**config.mk**
```make
export PLATFORM = sky130hd
export DESIGN_NAME = logic_cmd_driver
export DESIGN_NICKNAME = d
export VERILOG_FILES = /design/src/rtl/logic_cmd_driver_pkg.sv /design/src/rtl/logic_sel_enc.sv /design/src/rtl/logic_cmd_driver.sv
export SDC_FILE = /design/constraint.sdc
export NUM_CORES = 1
export LEC_CHECK = 0
export CORE_MARGIN = 4
export CORE_UTILIZATION = 40
export DETAILED_ROUTE_END_ITERATION = 10
export PLACE_DENSITY = 0.81
export SYNTH_ARGS = -nofsm -noshare
export SYNTH_HDL_FRONTEND = slang
export SYNTH_SLANG_ARGS = --single-unit
export TNS_END_PERCENT = 10
```
**constraint.sdc**
```tcl
create_clock -name clk -period 2.2 [get_ports clk]
set_clock_uncertainty 0.2 [all_clocks]
set_input_delay 0.22 -clock clk [delete_from_list [all_inputs] [get_ports clk]]
set_output_delay 0.22 -clock clk [all_outputs]
set_load 0.01 [all_outputs]
```
**src/rtl/logic_cmd_driver_pkg.sv**
```systemverilog
// Shared definitions for blocks that drive the 32-bit logic unit.
// Op codes, driver FSM states and the op-to-select map.
package logic_cmd_driver_pkg;

  typedef enum logic [2:0] {
    LOP_AND  = 3'd0,
    LOP_OR   = 3'd1,
    LOP_NOR  = 3'd2,
    LOP_NAND = 3'd3,
    LOP_XOR  = 3'd4,
    LOP_XNOR = 3'd5,
    LOP_NOT  = 3'd6,
    LOP_NEG  = 3'd7
  } lop_e;

  typedef enum logic [1:0] {
    ST_IDLE  = 2'd0,
    ST_DRIVE = 2'd1,
    ST_RESP  = 2'd2
  } state_e;

  // The unit's select port is the op code bit-reversed.
  function automatic logic [2:0] sel_map(input logic [2:0] op);
    return {op[0], op[1], op[2]};
  endfunction

endpackage

```
**src/rtl/logic_sel_enc.sv**
```systemverilog
// Op code to logic-unit select encoder.
// Pure combinational; shared by every logic-unit initiator.
module logic_sel_enc
  import logic_cmd_driver_pkg::*;
(
  input  logic [2:0] op,
  output logic [2:0] sel
);

  assign sel = sel_map(op);

endmodule

```
**src/rtl/logic_cmd_driver.sv**
```systemverilog
// Initiator for the logic unit: command in, hold operands
// for a settle window, capture result, response out.
module logic_cmd_driver
  import logic_cmd_driver_pkg::*;
#(
  parameter int WIDTH      = 32,
  parameter int SETTLE_CYC = 1,
  parameter int CNT_W      = 16
) (
  input  logic             clk,
  input  logic             rst,
  input  logic             cmd_valid,
  output logic             cmd_ready,
  input  logic [2:0]       cmd_op,
  input  logic [WIDTH-1:0] cmd_a,
  input  logic [WIDTH-1:0] cmd_b,
  output logic [WIDTH-1:0] lu_a,
  output logic [WIDTH-1:0] lu_b,
  output logic [2:0]       lu_select,
  input  logic [WIDTH-1:0] lu_out,
  output logic             rsp_valid,
  input  logic             rsp_ready,
  output logic [WIDTH-1:0] rsp_data,
  output logic [2:0]       rsp_op,
  output logic             rsp_zero,
  output logic [CNT_W-1:0] op_count
);

  localparam int SW =
    (SETTLE_CYC > 1) ? $clog2(SETTLE_CYC) : 1;
  localparam logic [SW-1:0] SETTLE_LD =
    SW'(SETTLE_CYC - 1);

  state_e        state;
  logic [SW-1:0] cnt;
  logic [2:0]    op_q;
  logic [2:0]    sel_enc;

  logic_sel_enc u_enc (
    .op  (cmd_op),
    .sel (sel_enc)
  );

  assign cmd_ready = (state == ST_IDLE);
  assign rsp_valid = (state == ST_RESP);

  // Command/settle/response sequencer; reset wins over handshakes.
  always_ff @(posedge clk) begin
    if (rst) begin
      state     <= ST_IDLE;
      cnt       <= '0;
      op_q      <= '0;
      lu_a      <= '0;
      lu_b      <= '0;
      lu_select <= '0;
      rsp_data  <= '0;
      rsp_op    <= '0;
      rsp_zero  <= 1'b0;
      op_count  <= '0;
    end else begin
      unique case (state)
        ST_IDLE: begin
          if (cmd_valid) begin
            lu_a      <= cmd_a;
            lu_b      <= cmd_b;
            lu_select <= sel_enc;
            op_q      <= cmd_op;
            cnt       <= SETTLE_LD;
            state     <= ST_DRIVE;
          end
        end
        ST_DRIVE: begin
          if (cnt == '0) begin
            rsp_data <= lu_out;
            rsp_zero <= (lu_out == '0);
            rsp_op   <= op_q;
            state    <= ST_RESP;
          end else begin
            cnt <= cnt - 1'b1;
          end
        end
        ST_RESP: begin
          if (rsp_ready) begin
            op_count <= op_count + 1'b1;
            state    <= ST_IDLE;
          end
        end
        default: state <= ST_IDLE;
      endcase
    end
  end

endmodule

```
==> flow_metrics.py <==
metrics = {
    "worst_hold_path": {
        "min_from": "cmd_a[5]",
        "hold_class": "input port to flop",
    },
    "floorplan": {
        "die_y_um": 112.7,
        "start_util_pct": 41.75,
        "io_pins": 224,
        "die_w_um": 112.7,
        "std_cell_rows": 37,
        "core_area_um2": 10510,
        "die_area_um2": 12710,
    },
    "power": {
        "peakVddDrop_uv": 427.3,
        "combPwrFrac_pct": 13.0,
        "power.switching_mw": 1.339,
        "pwr-share-clk_pct": 47.5,
        "internal_power_mw": 4.651,
        "sw_frac_of_total_pct": 22.36,
        "p_seq_share_pct": 39.5,
        "p_leak_nw": 2.690,
        "powerDensity_nw_per_um2": 816.9,
    },
    "clock_tree": {
        "cts_tree": "done",
        "post_cts_buffers": 0,
        "holdBufCountCts": 1,
        "clock_path_buffers": 2,
        "numCtsBuffers": 17,
        "clkSinkCount": 121,
        "clk_latency_ps": 500,
        "clk_pin_slew_ps": 60,
        "cts_root_buf": "clkbuf_8",
        "postCtsResizedCells": 0,
        "cts_max_level": 4,
    },
    "setup_path": {
        "crit_type": "flop to output port",
        "required_ps": 1780,
        "reg2reg_from": "op_count[0]",
        "worstSetupEndpointType": "output port",
        "cp_max_fo": 6,
        "startpoint_type": "flop",
        "cp-startpoint": "state[1]",
        "cp.arrival_ps": 1660,
    },
    "run_status": {
        "status": "complete, no violations",
    },
    "yosys": {
        "syn-num-nets": 652,
        "synth_seq_cells": 121,
        "ys_warn_count": 0,
        "synthFlopType": "dfxtp_1",
        "synth_edf_count": 0,
        "synth_seq_area_share_pct": 55.20,
        "ys_types": 32,
        "syn_inst": 548,
        "synth_area_um2": 4388,
        "synth_area_per_cell_um2": 8.007,
        "ys_async_sr_fraction_pct": 0,
    },
    "finish": {
        "area_growth_pct": 67.12,
        "fillers": 813,
        "final_cell_mix": "clkdlybuf4s50_1 (222), nand2_1 (208), dfxtp_1 (121), a21oi_1 (109), clkbuf_16 (16)",
        "finalInstanceArea_um2": 7333,
        "final_core_util_pct": 69.78,
        "regArea_um2": 2422,
        "multi_input_comb_area_um2": 1802,
        "mostFrequentLayoutCell": "clkdlybuf4s50_1",
        "drive_gt1_share_pct": 5.829,
        "fin_nets": 864,
    },
    "timing": {
        "fmax_ghz": 0.4816,
        "holdWs_ps": 62.12,
        "fin_tns_setup_ps": 0,
        "rsz0062_at_grt": "no",
        "slew_headroom_pct": 61.59,
        "timing.final.crit_period_ps": 2076,
        "hold_violations": 0,
        "fin_crit_sh_pct": 94.38,
        "tightest_slew_ps": 570.9,
        "setup_viol_count_final": 0,
        "finalMaxSlewViolations": 0,
        "layout_setup_ws_ps": 123.6,
    },
    "grt": {
        "antenna_found_initial": 0,
        "grt_max_degree": 65,
        "grt_pass1_wl_um": 22050,
        "grt_pass1_vias": 4561,
        "grt.overflow.total": 0,
        "grt_usage_pct": 21.61,
    },
    "placed_design": {
        "gp_congestion": 0.8015,
        "pre_cts_ws_ps": 174.4,
        "portBuffers": 223,
        "dpl_cell_area_um2": 6713,
        "hpwl_um": 9883,
    },
    "flow_run": {
        "max-cap-violations": 0,
    },
    "routing": {
        "ant_nets": 0,
        "drt-total-wl_um": 13920,
        "viasPerCell": 5.013,
        "avgRoutedWirePerCell_um": 15.31,
        "vias": 4557,
        "drc_errors": 0,
        "drt-initial-drc-count": 337,
        "firstDrtPassIters": 4,
    },
}
[synthesized netlist by cell type (4+ instances only)]
library cell | n | share of area, %
xor2_1 | 7 | 1.4
or4_1 | 4 | 0.68
o31ai_1 | 5 | 0.86
nor2_1 | 13 | 1.1
nor4_1 | 7 | 1.0
nand3_1 | 6 | 0.68
a21oi_1 | 109 | 12
nand2_1 | 209 | 18
nand4_1 | 4 | 0.57
buf_2 | 5 | 0.57
clkbuf_1 | 31 | 2.7
dfxtp_1 | 121 | 55
[state kept, by name, summed over array words and instances (netlist names)]
name / count
lu_select: 2
op_count: 16
lu_b: 32
lu_a: 32
rsp_op: 3
rsp_data: 32
state: 2
rsp_zero: 1
op_q: 1
[path summary, 6_finish.rpt]
path,to,slack (ps),depth (start not counted)
worst max-delay path,cmd_ready,120,2
worst min-delay path,lu_a[5],60,3
worst max register to register,op_count[14],340,5
worst min register to register,rsp_data[20],250,2
[area by class of cell]
type,instances,area share (%)
Antenna cell,1,0.03412
Clock buffer,22,6.313
Clock inverter,9,1.979
Inverter,1,0.05119
Multi-Input combinational cell,387,24.57
Sequential cell,121,33.03
Tap cell,136,2.320
Timing Repair Buffer,232,31.70
[kinds of logic after synthesis]
family / synth area share, %
buf+inv: 3.821
compound gates: 13.52
fa+ha+maj: 0.2851
flops: 55.20
xor+xnor: 1.797
mux: 0.2281
simple gates: 25.15
[metal layers]
metal  vias up  GRT usage [%]  part of all wire [%]
met4         0          8.574                   1.7
met3        20          8.610                   9.4
li1       2233              -                     -
met5         -              0                     0
met2       172          38.47                    51
met1      2132          22.74                    38
[worst max-delay path: stages, from the launching register on]
cell	delay (ps)
dfxtp_1	350
nor2_1	210
clkdlybuf4s50_1	600
[through the flow]
stage               power (mW)  cells
floorplan                2.700    548
global placement         3.171    876
detailed placement       3.193    876
CTS                      6.054    908
global route             6.219    908
finish                   5.991    909
[power by group through the flow]
stage / clock network [mW] / logic [mW] / registers (mW)
finish: 2.84 / 0.781 / 2.37
floorplan: 0 / 0.242 / 2.46
detailed placement: 0 / 0.782 / 2.41
global placement: 0 / 0.768 / 2.40
CTS: 2.90 / 0.790 / 2.37
global route: 3.00 / 0.844 / 2.38
No activity file was read; power rests on OpenSTA's default activity.
